[config.mk]
export PLATFORM = sky130hd
export DESIGN_NAME = dmem_boot_loader
export DESIGN_NICKNAME = d
export VERILOG_FILES = /design/src/rtl/dmem_boot_loader.sv
export SDC_FILE = /design/constraint.sdc
export NUM_CORES = 1
export LEC_CHECK = 0
export CAP_MARGIN = 20
export CORE_ASPECT_RATIO = 1.2
export CORE_MARGIN = 2
export CORE_UTILIZATION = 45
export DETAILED_ROUTE_END_ITERATION = 12
export HOLD_SLACK_MARGIN = 0.1
export PLACE_DENSITY = 0.64
export SETUP_SLACK_MARGIN = 0.5
export SLEW_MARGIN = 25
export SYNTH_ARGS = -nofsm -noshare
export SYNTH_HDL_FRONTEND = slang
export SYNTH_SLANG_ARGS = --single-unit
[constraint.sdc]
create_clock -name clk -period 6.25 [get_ports clk]
set_clock_uncertainty 0.15 [all_clocks]
set_input_delay 1.25 -clock clk [delete_from_list [all_inputs] [get_ports clk]]
set_output_delay 1.25 -clock clk [all_outputs]
set_load 0.01 [all_outputs]
[src/rtl/dmem_boot_loader.sv]
// Boot loader: turns a framed big-endian byte stream (length, data words, XOR checksum)
// into one-cycle writes on the data memory boot port, then flags done or err.
module dmem_boot_loader #(
  parameter logic [31:0] BASE_WADDR = 32'd0,
  parameter int unsigned MAX_WORDS  = 64
) (
  input  logic        clk,
  input  logic        resetn,
  input  logic        start,
  input  logic        in_valid,
  input  logic [7:0]  in_data,
  output logic        in_ready,
  output logic [31:0] boot_daddr,
  output logic [31:0] boot_ddata,
  output logic        boot_dwe,
  output logic        done,
  output logic        err
);

  typedef enum logic [2:0] {
    ST_LEN  = 3'd0,
    ST_DATA = 3'd1,
    ST_CSUM = 3'd2,
    ST_DONE = 3'd3,
    ST_ERR  = 3'd4
  } state_t;

  localparam logic [31:0] MAX_LEN = 32'(MAX_WORDS);

  state_t      state_reg, state_next;
  logic [1:0]  cnt_reg, cnt_next;
  logic [31:0] asm_reg, asm_next;
  logic [31:0] len_reg, len_next;
  logic [31:0] index_reg, index_next;
  logic [31:0] acc_reg, acc_next;
  logic        dwe_reg, dwe_next;
  logic [31:0] addr_reg, addr_next;
  logic [31:0] data_reg, data_next;

  logic        ready_int;
  logic        accept;
  logic        word_done;
  logic [31:0] word_full;
  logic [31:0] index_inc;

  // Ready is a pure decode of the state register, so it never depends on in_valid.
  assign ready_int = (state_reg == ST_LEN) || (state_reg == ST_DATA) ||
                     (state_reg == ST_CSUM);
  assign accept    = in_valid && ready_int;
  assign word_done = accept && (cnt_reg == 2'd3);
  assign word_full = {asm_reg[23:0], in_data};
  assign index_inc = index_reg + 32'd1;

  always_comb begin
    state_next = state_reg;
    cnt_next   = cnt_reg;
    asm_next   = asm_reg;
    len_next   = len_reg;
    index_next = index_reg;
    acc_next   = acc_reg;
    dwe_next   = 1'b0;
    addr_next  = addr_reg;
    data_next  = data_reg;

    if (start) begin
      // Restart wins over any byte in the same cycle, including a word-completing one.
      state_next = ST_LEN;
      cnt_next   = 2'd0;
      asm_next   = 32'd0;
      index_next = 32'd0;
      acc_next   = 32'd0;
    end else if (accept) begin
      cnt_next = cnt_reg + 2'd1;
      asm_next = word_full;
      if (word_done) begin
        case (state_reg)
          ST_LEN: begin
            len_next   = word_full;
            index_next = 32'd0;
            acc_next   = 32'd0;
            if (word_full > MAX_LEN) begin
              state_next = ST_ERR;
            end else if (word_full == 32'd0) begin
              state_next = ST_CSUM;
            end else begin
              state_next = ST_DATA;
            end
          end
          ST_DATA: begin
            dwe_next   = 1'b1;
            addr_next  = BASE_WADDR + index_reg;
            data_next  = word_full;
            acc_next   = acc_reg ^ word_full;
            index_next = index_inc;
            if (index_inc == len_reg) begin
              state_next = ST_CSUM;
            end
          end
          ST_CSUM: begin
            state_next = (word_full == acc_reg) ? ST_DONE : ST_ERR;
          end
          default: begin
            state_next = state_reg;
          end
        endcase
      end
    end
  end

  always_ff @(posedge clk or negedge resetn) begin
    if (!resetn) begin
      state_reg <= ST_LEN;
      cnt_reg   <= 2'd0;
      asm_reg   <= 32'd0;
      len_reg   <= 32'd0;
      index_reg <= 32'd0;
      acc_reg   <= 32'd0;
      dwe_reg   <= 1'b0;
      addr_reg  <= 32'd0;
      data_reg  <= 32'd0;
    end else begin
      state_reg <= state_next;
      cnt_reg   <= cnt_next;
      asm_reg   <= asm_next;
      len_reg   <= len_next;
      index_reg <= index_next;
      acc_reg   <= acc_next;
      dwe_reg   <= dwe_next;
      addr_reg  <= addr_next;
      data_reg  <= data_next;
    end
  end

  assign in_ready   = ready_int;
  assign boot_dwe   = dwe_reg;
  assign boot_daddr = addr_reg;
  assign boot_ddata = data_reg;
  assign done       = (state_reg == ST_DONE);
  assign err        = (state_reg == ST_ERR);

endmodule

==> impl_metrics.toml, run 1 <==
[global_route]
antenna_found_initial = 0
grt_pass1_wl_mm = 39.68
grt_overflow = 0
grt_pass1_vias = 7183
grt_max_degree = 85
track_usage_pct = 22.92

[placed_design]
gp_congestion = 0.8725
place_hpwl_mm = 16.59
io_buffers = 79
placed_area_um2 = 10430

[synth]
ys_types = 60
syn-instance-count = 1059
synthArstFlopShare_pct = 100.0
synth_top_cell_by_area = "dfrtp_1"
synth_seq_cells = 190
synthTopCellsByArea = "dfrtp_1 50%, nand2_1 12%, o21ai_0 5.8%, xnor2_1 4.2%, mux2_2 3.8%"
syn_nets = 1073
synth_area_per_cell_um2 = 8.968
synthTopCellsByCount = "316 x nand2_1, 190 x dfrtp_1, 110 x o21ai_0, 49 x clkbuf_1, 46 x xnor2_1"
ys_seq_area_share_pct = 50.07
synth_most_common_cell = "nand2_1"
synthFlopType = "dfrtp_1"
synthesis.area_um2 = 9497
yosysTopAreaCellShare_pct = 50.07
synth_warnings = 0
synth_edf_count = 0

[cts]
clockBufferDepth = 2
post_cts_buffers = 0
clkTransAtPathRegs_ns = 0.07
hold_buffers = 0
cts_root_buf = "clkbuf_16"
cts_tree = "done"
clock_latency_ns = 0.43
ctsHtreeMaxLevel = 4
ctsResizeCount = 0
cts_made_buffers = 17
cts.sinks = 190

[routing]
avgRoutedWirePerCell_um = 17.65
drt_wl_total_mm = 24.34
antenna_left = 0
drt-met1-wl_mm = 10.91
via_per_inst = 5.561
route.met3.wl_mm = 1.000
first_iter_violations = 687
highest_layer = "met4"
vias = 7669
wl_met2_mm = 11.61
drc = 0
dr.pass1.iters = 5

[timing]
holdWs_ns = 0.3232
fmax_mhz = 258.3
worst_pin_slew_ns = 0.9960
fin_crit_sh_pct = 61.94
hold_viol_final = 0
max_slew_margin_pct = 33.60
period_needed_ns = 3.871
timing_max_transition_violations_final = 0
finalSetupViolations = 0
setup_tns_ns = 0
rsz0062_at_grt = "false"

[power_and_ir_drop]
p_per_area_nw_per_um2 = 229.8
p_int_mw = 1.956
peakVddDrop_mv = 0.2028
power_mw = 2.541
p_clk_share_pct = 45.6
p_sw_mw = 0.5855
seq_power_share_pct = 49.5
switching_share_pct = 23.04
pwr-share-comb_pct = 4.9
leakagePower_nw = 5.024

[floorplan]
die_h_um = 163.1
die-area_um2 = 22290
row_count = 58
dieWidth_um = 136.6
io_pins = 80
initial_core_util_pct = 45.60
core-area_um2 = 20830

[worst_setup_path]
crit_fanout = 13
end_kind = "flip-flop"
rrSetupSlack_ns = 2.38
cp_data_arrival_time_ns = 4.03
crit-reg2reg-launch = "index_reg[0]$_DFFE_PN0P_"
critical_path_class = "reg2reg"
cp-startpoint = "index_reg[0]$_DFFE_PN0P_"
start_kind = "flip-flop"
crit_required_ns = 6.41

[worst_hold_path]
min_path_type = "reg2reg"
worstHoldStart = "boot_daddr[16]$_DFFE_PN0P_"

[final_layout]
final_nets = 1110
syn_to_final_growth_pct = 16.43
fin_area_um2 = 11060
drive_gt1_share_pct = 8.206
fin_util_pct = 53.09
antenna_cells = 0

[job]
cap_violations = 0

[status]
status = "complete, no violations"
[critical path, stage by stage, from the launching register on]
cell and delay [ns]:
dfrtp_1 0.52, ha_1 0.32, nand3_2 0.31, or3_1 0.45
a2111oi_0 0.63, nand4_1 0.19, a2111oi_2 0.36, nand4_1 0.27
nand2_1 0.21, mux2_1 0.33
[kinds of logic (layout without fill, tap and decap cells)]
kind of cell,after synthesis,count (layout),synth area share (%)
muxes,37,37,4.335
xor gates and xnor gates,65,65,5.995
and+or+nand+nor,473,473,22.96
AOI/OAI and AO/OA,203,203,12.40
adders and majority gates,3,3,0.3689
DFF,190,190,50.07
buffers and inverters,88,138,3.873
[per-layer routing]
| metal | track usage (%) | up-vias |
|---|---|---|
| met3 | 3.321 | 44 |
| met5 | 0 | - |
| met4 | 9.991 | 0 |
| li1 | - | 3690 |
| met1 | 31.07 | 3711 |
| met2 | 36.55 | 224 |
[stage by stage]
| step | cells | setup slack [ns] |
|---|---|---|
| final | 1379 | 2.379 |
| after global placement | 1347 | 1.966 |
| after global routing | 1379 | 2.086 |
| after floorplan | 1059 | 3.153 |
| after CTS | 1379 | 2.325 |
| after detailed placement | 1347 | 1.930 |
[final timing paths]
path	endpoint	depth (start not counted)
min reg2reg	boot_daddr[16]$_DFFE_PN0P_	2
max	state_reg[1]$_DFFE_PN0P_	9
max in group asynchronous	boot_daddr[26]$_DFFE_PN0P_	2
max reg2reg	state_reg[1]$_DFFE_PN0P_	9
min	boot_daddr[16]$_DFFE_PN0P_	2
min in group asynchronous	acc_reg[28]$_DFFE_PN0P_	1
[layout by cell type, fill, tap and decap left out, drive strengths merged, types with 16 or more instances in the layout]
cell and count:
nand2b 21, o21ai 110, inv 21, nor2 27, clkbuf 22, nor4 20, xor2 19, clkdlybuf4s50 78
a21oi 42, nand4 26, o31ai 16, dfrtp 190, nand2 316, mux2 33, nand3 21, xnor2 46
[area by class of cell]
class	count	area, um2
well taps	270	337.8
flip-flops and latches	190	4755
fillers	1878	9771
inverters	18	67.56
clock buffers	21	440.4
multi-input cells	781	4399
clock inverters	11	182.7
repair buffers	88	874.6
[power by group through the flow]
stage	Clock, mW	Sequential (mW)	Combinational (mW)
2_1_floorplan	0	1.27	0.0629
3_3_place_gp	0	1.28	0.125
3_5_place_dp	0	1.28	0.126
4_1_cts	1.18	1.26	0.126
5_1_grt	1.23	1.26	0.139
6_report	1.16	1.26	0.124
Power figures use the tool's default switching activity.
==> inputs of run 2 (changes only) <==
- clock period: 6.25 -> 3.6 ns (I/O delays scaled with it)
==> run 2 against run 1 <==
Critical path depth unchanged; register-to-register slack got worse by 1.7 ns; flip-flop and latch count is the same; non-clock buffer count grew 43; critical endpoint unchanged; largest power group unchanged.
==> impl_metrics.toml, run 2 (same netlist as run 1, synthesis figures left out) <==
[final_layout]
drive_gt1_share_pct = 13.54
antenna_cells = 0
final_cell_mix = "315 x nand2_1, 178 x dfrtp_1, 109 x o21ai_0"
fin_area_um2 = 11470
nFillCells = 1886
syn_to_final_growth_pct = 20.78
final_nets = 1153
final_common_cell = "nand2_1"

[floorplan]
io_pins = 80
row_count = 58
core-area_um2 = 20830
dieWidth_um = 136.6
die-area_um2 = 22290
initial_core_util_pct = 45.60
die_h_um = 163.1

[timing]
timing_max_transition_violations_final = 0
fmax_mhz = 339.4
period_needed_ns = 2.947
worst_slack_ns = 0.6534
fin_crit_sh_pct = 81.85
max_slew_margin_pct = 39.33
finalSetupViolations = 0
hold_viol_final = 0
rsz0062_at_grt = "false"
setup_tns_ns = 0
worst_pin_slew_ns = 0.9078

[cts]
clkTransAtPathRegs_ns = 0.07
cts.sinks = 190
clock_latency_ns = 0.44
clockBufferDepth = 2
hold_buffers = 0
cts_made_buffers = 17
cts_tree = "done"
cts_root_buf = "clkbuf_16"
ctsHtreeMaxLevel = 4

[worst_setup_path]
worstRegToRegCells = 9
crit_required_ns = 3.78
slowest_stage = "or4b_4"
crit_chain = "ha_4 > nand3_2 > buf_6 > nor4_4 > or4b_4 > a2111oi_4 > nand4_1 > nand2_1 > mux2_1"
rrSetupSlack_ns = 0.65
cp_data_arrival_time_ns = 3.12
end_kind = "flip-flop"
start_kind = "flip-flop"
crit_path_max_incr_delay_ns = 0.51
crit_fanout = 12
critical_path_class = "reg2reg"

[global_route]
grt_pass1_vias = 7467
grt_overflow = 0
grt_max_degree = 94
grt_pass1_wl_mm = 40.45
track_usage_pct = 23.37
antenna_found_initial = 0

[routing]
antenna_left = 0
avgRoutedWirePerCell_um = 17.55
dr.pass1.iters = 5
vias = 7854
via_per_inst = 5.523
drc = 0
drt_wl_total_mm = 24.96
first_iter_violations = 630

[job]
cap_violations = 0

[power_and_ir_drop]
power_mw = 4.295
p_per_area_nw_per_um2 = 374.5
switching_share_pct = 25.15
p_clk_share_pct = 43.8
peakVddDrop_mv = 0.3148
seq_power_share_pct = 50.8
p_sw_mw = 1.080
pwr-share-comb_pct = 5.4
p_int_mw = 3.215
leakagePower_nw = 5.259

[placed_design]
place_hpwl_mm = 17.31
io_buffers = 79
placed_area_um2 = 10680
gp_congestion = 0.9056
place_ws_ns = 0.1804

[worst_hold_path]
min_path_type = "in2async"

[status]
status = "complete, no violations"
## run 2: area by class of cell
type,count,area [um2],share of cell area (%)
clock inverter,14,131.4,1.145
multi-input combinational,781,4473,39.00
sequential,190,4770,41.58
timing repair buffer,131,1251,10.91
tap,270,337.8,2.945
inverter,18,67.56,0.5891
clock buffer,18,439.2,3.829
## run 2: what timing repair did
action,in CTS,in global routing
gates resized for setup,5,20
pin swaps,2,6
setup endpoints to repair,3,3
setup buffers,3,13
## run 2: power groups by stage
stage	registers (mW)	clock network, mW	logic, mW
after floorplan	2.21	0	0.109
after global placement	2.22	0	0.233
after detailed placement	2.22	0	0.234
after CTS	2.18	1.91	0.236
after global routing	2.18	1.98	0.262
final	2.18	1.88	0.234
## run 2: critical path: cells and delay by family, from the launching register on
kind	cells	cell delay, ns
muxes	1	0.33
and+or+nand+nor	5	1.23
DFF	1	0.40
adders and majority gates	1	0.18
buffers and inverters	1	0.18
AOI/OAI and AO/OA	1	0.37
## run 2: final timing paths
path,start,endpoint
max in group asynchronous,resetn,index_reg[26]$_DFFE_PN0P_
min in group clk,boot_daddr[20]$_DFFE_PN0P_,boot_daddr[20]$_DFFE_PN0P_
hold / removal,resetn,boot_ddata[27]$_DFFE_PN0P_
setup / recovery,index_reg[0]$_DFFE_PN0P_,state_reg[1]$_DFFE_PN0P_
setup reg to reg,index_reg[0]$_DFFE_PN0P_,state_reg[1]$_DFFE_PN0P_
hold reg to reg,boot_daddr[20]$_DFFE_PN0P_,boot_daddr[20]$_DFFE_PN0P_
## run 2: per-stage QoR
stage / util [%] / hold slack (ns) / std cells
after CTS: 54.18 / 0.2254 / 1409
final: 55.07 / 0.1884 / 1422
after detailed placement: 51.27 / 0.3110 / 1374
after floorplan: - / 0.2744 / 1059
after global placement: 51.27 / 0.3069 / 1374
after global routing: 55.07 / 0.2513 / 1422
## run 2: per-layer routing
metal  global-route usage, %  part of all wire, %  up-vias
met2                   38.09                   48      204
met1                   31.07                   45     3825
met5                       0                    0        -
met4                   9.422                  3.2        0
met3                   3.693                  4.0       45
li1                        -                    -     3780
